### config.mk
export PLATFORM = sky130hd
export DESIGN_NAME = aes_block_mover
export DESIGN_NICKNAME = d
export VERILOG_FILES = /design/src/rtl/aes_mover_pkg.sv /design/src/rtl/aes_mover_timeout.sv /design/src/rtl/aes_block_mover.sv
export SDC_FILE = /design/constraint.sdc
export NUM_CORES = 1
export LEC_CHECK = 0
export BUFFER_PORTS_ARGS = -buffer_cell sky130_fd_sc_hd__buf_4
export CAP_MARGIN = 20
export CORE_AREA = 4 4 218 220
export CTS_CLUSTER_DIAMETER = 100
export DETAILED_ROUTE_END_ITERATION = 10
export DIE_AREA = 0 0 222 224
export GPL_ROUTABILITY_DRIVEN = 1
export GPL_TIMING_DRIVEN = 0
export PLACE_DENSITY_LB_ADDON = 0.08
export SLEW_MARGIN = 40
export SYNTH_ARGS = -nofsm -noshare
export SYNTH_HDL_FRONTEND = slang
export SYNTH_SLANG_ARGS = --single-unit
### constraint.sdc
create_clock -name clk_clk -period 2.3 [get_ports clk_clk]
set_clock_uncertainty 0.15 [all_clocks]
set_input_delay 0.345 -clock clk_clk [delete_from_list [all_inputs] [get_ports clk_clk]]
set_output_delay 0.345 -clock clk_clk [all_outputs]
set_load 0.02 [all_outputs]
### src/rtl/aes_mover_pkg.sv
// Shared types and sizing for the AES block mover: FSM states, bus widths
// and the constant all-lanes byte enable.
package aes_mover_pkg;

   localparam int ADDR_W = 6;
   localparam int DATA_W = 128;
   localparam int CNT_W  = 7;
   localparam int BE_W   = 16;

   localparam logic [BE_W-1:0] BE_ALL = 16'hFFFF;

   typedef enum logic [2:0] {
      IDLE,
      RD,
      SEND,
      RECV,
      WR,
      DONE
   } state_t;

endpackage

### src/rtl/aes_mover_timeout.sv
// Wait counter for bridge handshakes: cleared whenever no request is pending,
// counts stalled cycles and flags the cycle in which the limit is reached.
module aes_mover_timeout #(
   parameter int LIMIT = 1023
) (
   input  logic clk,
   input  logic rst_n,
   input  logic clear,
   input  logic inc,
   output logic expired
);

   localparam int CW = $clog2(LIMIT + 1);

   logic [CW-1:0] count;

   always_ff @(posedge clk or negedge rst_n) begin
      if (!rst_n) begin
         count <= '0;
      end else if (clear) begin
         count <= '0;
      end else if (inc && count != CW'(LIMIT)) begin
         count <= count + CW'(1);
      end
   end

   // Flagged one cycle early so the registered request drops after exactly LIMIT stalled cycles.
   assign expired = inc && (count == CW'(LIMIT - 1));

endmodule

### src/rtl/aes_block_mover.sv
// Bridge master that reads plaintext words, streams them through the AES core
// and writes the ciphertext back, one block in flight at a time.
module aes_block_mover #(
   parameter int ADDR_W      = aes_mover_pkg::ADDR_W,
   parameter int DATA_W      = aes_mover_pkg::DATA_W,
   parameter int CNT_W       = aes_mover_pkg::CNT_W,
   parameter int ACK_TIMEOUT = 1023
) (
   input  logic              clk_clk,
   input  logic              reset_reset_n,
   input  logic              start,
   input  logic [ADDR_W-1:0] src_base,
   input  logic [ADDR_W-1:0] dst_base,
   input  logic [CNT_W-1:0]  num_blocks,
   output logic              busy,
   output logic              done,
   output logic              error,
   output logic [CNT_W-1:0]  blocks_done,
   output logic [ADDR_W-1:0] bridge_address,
   output logic [15:0]       bridge_byte_enable,
   output logic              bridge_read,
   output logic              bridge_write,
   output logic [DATA_W-1:0] bridge_write_data,
   input  logic              bridge_acknowledge,
   input  logic [DATA_W-1:0] bridge_read_data,
   output logic              aes_in_valid,
   input  logic              aes_in_ready,
   output logic [DATA_W-1:0] aes_in_data,
   input  logic              aes_out_valid,
   output logic              aes_out_ready,
   input  logic [DATA_W-1:0] aes_out_data
);

   import aes_mover_pkg::*;

   state_t            state;
   logic [ADDR_W-1:0] src_ptr;
   logic [ADDR_W-1:0] dst_ptr;
   logic [CNT_W-1:0]  num_lat;
   logic              wait_inc;
   logic              ack_expired;

   assign bridge_byte_enable = BE_ALL;
   assign wait_inc = ((state == RD) || (state == WR)) && !bridge_acknowledge;

   aes_mover_timeout #(
      .LIMIT(ACK_TIMEOUT)
   ) u_timeout (
      .clk    (clk_clk),
      .rst_n  (reset_reset_n),
      .clear  (!wait_inc),
      .inc    (wait_inc),
      .expired(ack_expired)
   );

   // All outputs are registered here; done defaults low so it only ever pulses.
   always_ff @(posedge clk_clk or negedge reset_reset_n) begin
      if (!reset_reset_n) begin
         state             <= IDLE;
         src_ptr           <= '0;
         dst_ptr           <= '0;
         num_lat           <= '0;
         busy              <= 1'b0;
         done              <= 1'b0;
         error             <= 1'b0;
         blocks_done       <= '0;
         bridge_address    <= '0;
         bridge_read       <= 1'b0;
         bridge_write      <= 1'b0;
         bridge_write_data <= '0;
         aes_in_valid      <= 1'b0;
         aes_in_data       <= '0;
         aes_out_ready     <= 1'b0;
      end else begin
         done <= 1'b0;
         unique case (state)
            IDLE: begin
               if (start) begin
                  error       <= 1'b0;
                  blocks_done <= '0;
                  if (num_blocks != '0) begin
                     src_ptr        <= src_base;
                     dst_ptr        <= dst_base;
                     num_lat        <= num_blocks;
                     busy           <= 1'b1;
                     bridge_read    <= 1'b1;
                     bridge_address <= src_base;
                     state          <= RD;
                  end else begin
                     done  <= 1'b1;
                     state <= DONE;
                  end
               end
            end
            RD: begin
               if (bridge_acknowledge) begin
                  bridge_read  <= 1'b0;
                  aes_in_data  <= bridge_read_data;
                  aes_in_valid <= 1'b1;
                  state        <= SEND;
               end else if (ack_expired) begin
                  bridge_read <= 1'b0;
                  error       <= 1'b1;
                  done        <= 1'b1;
                  busy        <= 1'b0;
                  state       <= DONE;
               end
            end
            SEND: begin
               if (aes_in_ready) begin
                  aes_in_valid  <= 1'b0;
                  aes_out_ready <= 1'b1;
                  state         <= RECV;
               end
            end
            RECV: begin
               if (aes_out_valid) begin
                  aes_out_ready     <= 1'b0;
                  bridge_write_data <= aes_out_data;
                  bridge_write      <= 1'b1;
                  bridge_address    <= dst_ptr;
                  state             <= WR;
               end
            end
            WR: begin
               if (bridge_acknowledge) begin
                  bridge_write <= 1'b0;
                  blocks_done  <= blocks_done + CNT_W'(1);
                  src_ptr      <= src_ptr + ADDR_W'(1);
                  dst_ptr      <= dst_ptr + ADDR_W'(1);
                  if (blocks_done + CNT_W'(1) == num_lat) begin
                     done  <= 1'b1;
                     busy  <= 1'b0;
                     state <= DONE;
                  end else begin
                     bridge_read    <= 1'b1;
                     bridge_address <= src_ptr + ADDR_W'(1);
                     state          <= RD;
                  end
               end else if (ack_expired) begin
                  bridge_write <= 1'b0;
                  error        <= 1'b1;
                  done         <= 1'b1;
                  busy         <= 1'b0;
                  state        <= DONE;
               end
            end
            DONE: begin
               state <= IDLE;
            end
            default: begin
               state <= IDLE;
            end
         endcase
      end
   end

endmodule

# Word level (Yosys, flattened, before mapping)
# Index checks and enable logic that the tools add are counted.
[op_classes]
n_addsub = 4
eq_ne = 21
muxes = 57
reduce_logical = 28
[op_table]
columns = ["op", "count"]
rows = [
  ["6-bit two-way mux", 9],
  ["1-bit two-way mux", 24],
  ["3-bit two-way mux", 8],
  ["6-bit one-hot mux with 2 select lines", 2],
  ["10-bit two-way mux", 2],
  ["2-bit != test, second input constant", 10],
  ["6-bit one-hot mux with 3 select lines", 1],
  ["3-bit AND reduction", 6],
  ["3-bit one-hot mux with 5 select lines", 1],
  ["7-bit two-way mux", 2],
  ["7-bit one-hot mux with 2 select lines", 1],
  ["6-bit by 1-bit adder with 6-bit output, second input constant", 2],
  ["6-bit AND reduction", 2],
  ["10-bit by 1-bit adder with 10-bit output, second input constant", 1],
  ["10-bit == test, second input constant", 1],
  ["10-bit != test, second input constant", 1],
  ["2-bit nonzero test", 5],
  ["1-bit one-hot mux with 3 select lines", 3],
  ["1-bit one-hot mux with 2 select lines", 4],
  ["4-bit AND reduction", 2],
  ["7-bit by 1-bit adder with 7-bit output, second input constant", 1],
  ["7-bit == test", 1],
  ["7-bit nonzero test", 1],
  ["3-bit by 2-bit == test with 1-bit output, second input constant", 2],
  ["13 further kinds", 18],
]
[word_totals]
ff_bits = 308
inputBits = 281
out_inout_bits = 292

# Depth between registers and ports, before layout
[depth]
word_depth = 7
mapped_depth = 9
depth_no_buf = 8

# Hierarchy
# From an unflattened synthesis, not the netlist that was laid out.
[hier_totals]
cells_unflattened = 916
area_unflattened_um2 = 12658.4
[by_module_without_submodules]
columns = ["module", "instances", "cells_per_inst", "area_each_um2"]
rows = [
  ["aes_block_mover", 1, 851, 12059.1],
  ["aes_mover_timeout", 1, 65, 599.3],
]

# Least setup slack after synthesis
# OpenSTA, ideal clock, no wires.
[synth_path]
path_kind = "register to register"
startpoint = "register blocks_done[0]"
endpoint = "register bridge_address[0]"
setup_ns = 0.125
arrival_time_ns = 2.305
required_ns = 2.025
slack_ns = -0.280
stages_incl_launch_ff = 8
path_buffers = 0
path_cell_list = "dfrtp_1 -> ha_1 -> nand3_4 -> or3_4 -> a2111oi_4 -> nand2_1 -> a21o_4 -> mux2_4"
[synth_via]
elab_chain_cells = 4
[synth_rtl]
columns = ["element", "line_no", "text"]
rows = [
  ["from (decl)", "aes_block_mover.sv:18", "output logic [CNT_W-1:0] blocks_done,"],
  ["from (signal assigned)", "aes_block_mover.sv:128", "blocks_done <= blocks_done + CNT_W'(1);"],
  ["7-bit by 1-bit adder with 7-bit output", "aes_block_mover.sv:131", "if (blocks_done + CNT_W'(1) == num_lat) begin"],
  ["7-bit == test", "aes_block_mover.sv:131", ""],
  ["2-bit != test (no source line)", "-", ""],
  ["6-bit AND reduction (no source line)", "-", ""],
  ["to (signal assigned)", "aes_block_mover.sv:87", "bridge_address <= src_base;"],
  ["to (signal assigned)", "aes_block_mover.sv:121", "bridge_address <= dst_ptr;"],
  ["to (signal assigned)", "aes_block_mover.sv:137", "bridge_address <= src_ptr + ADDR_W'(1);"],
  ["to (decl)", "aes_block_mover.sv:19", "output logic [ADDR_W-1:0] bridge_address,"],
]
# No other way between the ends.
# A chain may end at the register's enable or synchronous reset.

# Worst setup path in the final report
[layout_path]
startpoint = "register blocks_done[1]"
endpoint = "register bridge_address[5]"
# The elaborated chain is that of the path after synthesis.

==> impl_results.md <==
* Pint at ~0.019 W
* Initial DRC Count at 289
* Final WS setup at 0.03411 ns
* Port Buffer Count at 555
* Fmax at 441.3 MHz
* Post-Place Cell Area at 17,680 um2
* Critical path class: reg2reg
* Core Area at 45,280 um2
* CP max-delay cell: dfrtp_2
* DR vias at between 10,000 and 15,000
* Final HPWL DP at about 35 mm
* Final-report max-slew violation count at 0
* Seq/Total Area, Yosys at 61.30%
* Post-route cell area at roughly 22,000 um2
* Worst-case vdd ir drop at 0.7928 mV
* Slew margin rel. at 51.88%
* Die Width at roughly 220 um
* Synth Flop Type: dfrtp_1
* Most frequent cell after synthesis: dfrtp_1
* Seq pwr share at 32.2%
* Synthesized area at 12,570 um2
* Clk buf depth at 3
* Yosys top cell area share at about three fifths
* # clock sinks at 308
* Clk pwr share at 21.0%
* Synth area leaders: dfrtp_1 (61%), mux2_2 (23%), buf_2 (1.1%)
* Fin util at 48.44%
* Most instantiated cells after synthesis: dfrtp_1 (308), mux2_2 (256), nand2_1 (30)
* Comb power frac at approximately 47%
* Per-cell routed wire length at around 20 um
* Leak at 10.09 nW
* Critical Path, Cell by Cell: ha_4 -> nand3_4 -> or3_4 -> a2111oi_4 -> nand2_1 -> a21o_4 -> mux2_4
* CTS tree: done
* Proportion of synthesized area in mux cells at around a quarter
* Pre-CTS WS at -0.7606 ns
* Critical path buffers and inverters at 0
* CP Data Required Time at 2.56 ns
* Crit Path Max Fanout at 6
* GRT Resource Usage Total at a little under a fifth
* Synth Area in Adders at 0.4976%
* CTS buffer count at 39
* Yosys warnings at 0
* Power per standard cell area at 1370 nW/um2
* Post-Syn Instances at 879
* Vias/cell at 4.347
* Ports at roughly 570
* Die area at 49,730 um2
* Clock transition at path regs at 0.06 ns
* Mean Syn Cell Area at ~14 um2
* Switching Share at 37.16%
* Worst setup SP type: flip-flop
* Worst-margin pin slew at 0.7170 ns
* EDFF count, synth at 0
* Initial antenna violation count at 1
* Critical Path End Type: flip-flop
* Rows at 78
* Async set-reset flop share out of synthesis at 100.0%
* H-tree depth at 2
* Layout Cells excl Fill at 2,403
* ANT nets after route at 0
* WL final at 47.13 mm
* Nets at 2,059
* Total gr overflow at 0
* Vias in the first global route at 11,570
* Critical Path AT at 2.53 ns
* Clk root buf: clkbuf_16
* Synthesis-stage register bit count at ~300
* Area leader, netlist: dfrtp_1
* Max-cap violation count at 0
* First-pass GRT wire length at 71.30 mm
* Setup repair after global routing missed its margin: yes
* Clock Latency Late Sink at roughly 0.53 ns
* RePlAce Congestion at 0.7998
* Setup violators final at 0
* Outcome: complete, no violations
* Area Overhead vs Synth at 74.46%
* Final hold vios at 0
* Slowest stage delay, CP at 0.39 ns
* Largest net degree at the start of global routing at 68
* Minimum clock period after layout at between 2 and 2.5 ns
* Compound-Gate Fraction of Synth Area at 5.254%
* HP Class: in2reg
* Post-synthesis simple-gate area fraction at between 4 and 5%
* Psw at 0.01117 W
* Post-synthesis xor/xnor area fraction at 1.393%
* Share of cells above drive strength 1 at 53.33%
* Top delay family on crit path: compound AO/OA/AOI/OAI gates
* Dpl cells at 2,053
* DRC at 0
* Post-synth cell types at 64
* Die Span Y at 224 um
* Period utilization at between 90% and 100%
* Pre-Repair DR Iteration Count at 4
* Largest family of logic cells by synthesized area: multiplexers
* Initial Util at around 28%
-- sequential cells by signal (all words and copies together) (netlist names), 3 cells and up --
name and flops:
aes_in_data 128, bridge_write_data 128, dst_ptr 6, num_lat 7, bridge_address 6, blocks_done 7, u_timeout.count 10, src_ptr 6
state 3
-- per-layer routing --
layer  vias up  share of wire (%)  global-route usage (%)
met1      5046                 40                   21.88
met3        71                7.5                   5.596
met4         0                3.1                   6.383
met2       432                 50                   31.83
li1       4898                  -                       -
met5         -                  0                       0
-- repair_timing --
| item | in CTS | in global routing |
|---|---|---|
| hold buffers | 277 | 0 |
| resized for setup | 38 | 7 |
| hold endpoints to repair | 334 | 0 |
| setup endpoints to repair | 269 | 136 |
| gates cloned | 0 | 0 |
| pin swaps | 3 | 1 |
| setup buffers | 3 | 3 |
-- power by group through the flow --
stage | combinational (W) | clock, W | sequential [W]
floorplan | 0.00461 | 0 | 0.0124
detailed placement | 0.0137 | 0 | 0.00967
global placement | 0.0137 | 0 | 0.00960
finish | 0.0141 | 0.00631 | 0.00968
CTS | 0.0143 | 0.00659 | 0.00968
global route | 0.0150 | 0.00682 | 0.0100
-- worst register-to-register path, stage by stage (launching register included) --
cell and delay (ns):
dfrtp_2 0.39, ha_4 0.15, nand3_4 0.07, or3_4 0.38, a2111oi_4 0.32, nand2_1 0.12, a21o_4 0.27, mux2_4 0.30
-- layout make-up --
type	count	area [um2]
Timing Repair Buffer	842	7102
Fill cell	4114	23350
Multi-Input combinational cell	519	4629
Buffer	56	380.4
Clock inverter	10	130.1
Inverter	7	26.28
Clock buffer	60	1197
Sequential cell	308	7716
Tap cell	600	750.7
Antenna cell	1	2.502
-- cell usage in the layout, fill, tap and decap left out, types with 5 or more instances in the layout --
cell type,Yosys,routed
buf_4,16,595
dfrtp_1,308,301
dlygate4sd3_1,0,277
mux2_2,256,256
clkbuf_16,0,41
nand2_1,30,28
o21ai_0,25,25
nor2_1,26,24
a21oi_1,22,22
clkbuf_1,15,17
conb_1,1,16
clkbuf_8,0,11
o21ai_1,12,11
xor2_1,10,10
xnor2_1,10,10
nor3_1,10,10
nand3_1,8,8
inv_1,7,7
and3_1,7,7
buf_2,27,7
mux2_1,7,7
dfrtp_2,0,7
mux2_4,6,6
clkinv_2,0,5
-- logic make-up (layout without fill, tap and decap cells) --
family,after synthesis,in the layout
multiplexers,271,271
AO/OA/AOI/OAI,100,100
adder cells (fa/ha/maj),5,5
buffers and inverters,67,975
AND/OR/NAND/NOR,107,107
XOR/XNOR,20,20
flip-flops,308,308
other,1,17
-- final timing paths --
| check | slack [ns] | endpoint | cells past startpoint | startpoint |
|---|---|---|---|---|
| min reg2reg | 0.35 | aes_in_data[25]$_DFFE_PN0P_ | 1 | aes_in_data[25]$_DFFE_PN0P_ |
| min | 0.05 | bridge_address[3]$_DFFE_PN0P_ | 4 | src_base[3] |
| max | 0.03 | bridge_address[5]$_DFFE_PN0P_ | 7 | blocks_done[1]$_DFFE_PN0P_ |
| max reg2reg | 0.03 | bridge_address[5]$_DFFE_PN0P_ | 7 | blocks_done[1]$_DFFE_PN0P_ |
| min in group asynchronous | 0.21 | aes_in_data[126]$_DFFE_PN0P_ | 2 | reset_reset_n |
| max in group asynchronous | 1.02 | bridge_write_data[106]$_DFFE_PN0P_ | 3 | reset_reset_n |
-- metrics by stage --
stage	hold WS [ns]	setup TNS, ns	total power [W]
after floorplan	-0.1006	-0.2103	0.01706
after global placement	0.3414	-856.35	0.02327
after detailed placement	0.1816	-121.15	0.02341
after CTS	0.004923	0	0.03052
after global routing	0.05059	-0.2066	0.03186
final	0.05484	0	0.03006
Power figures use the tool's default switching activity.
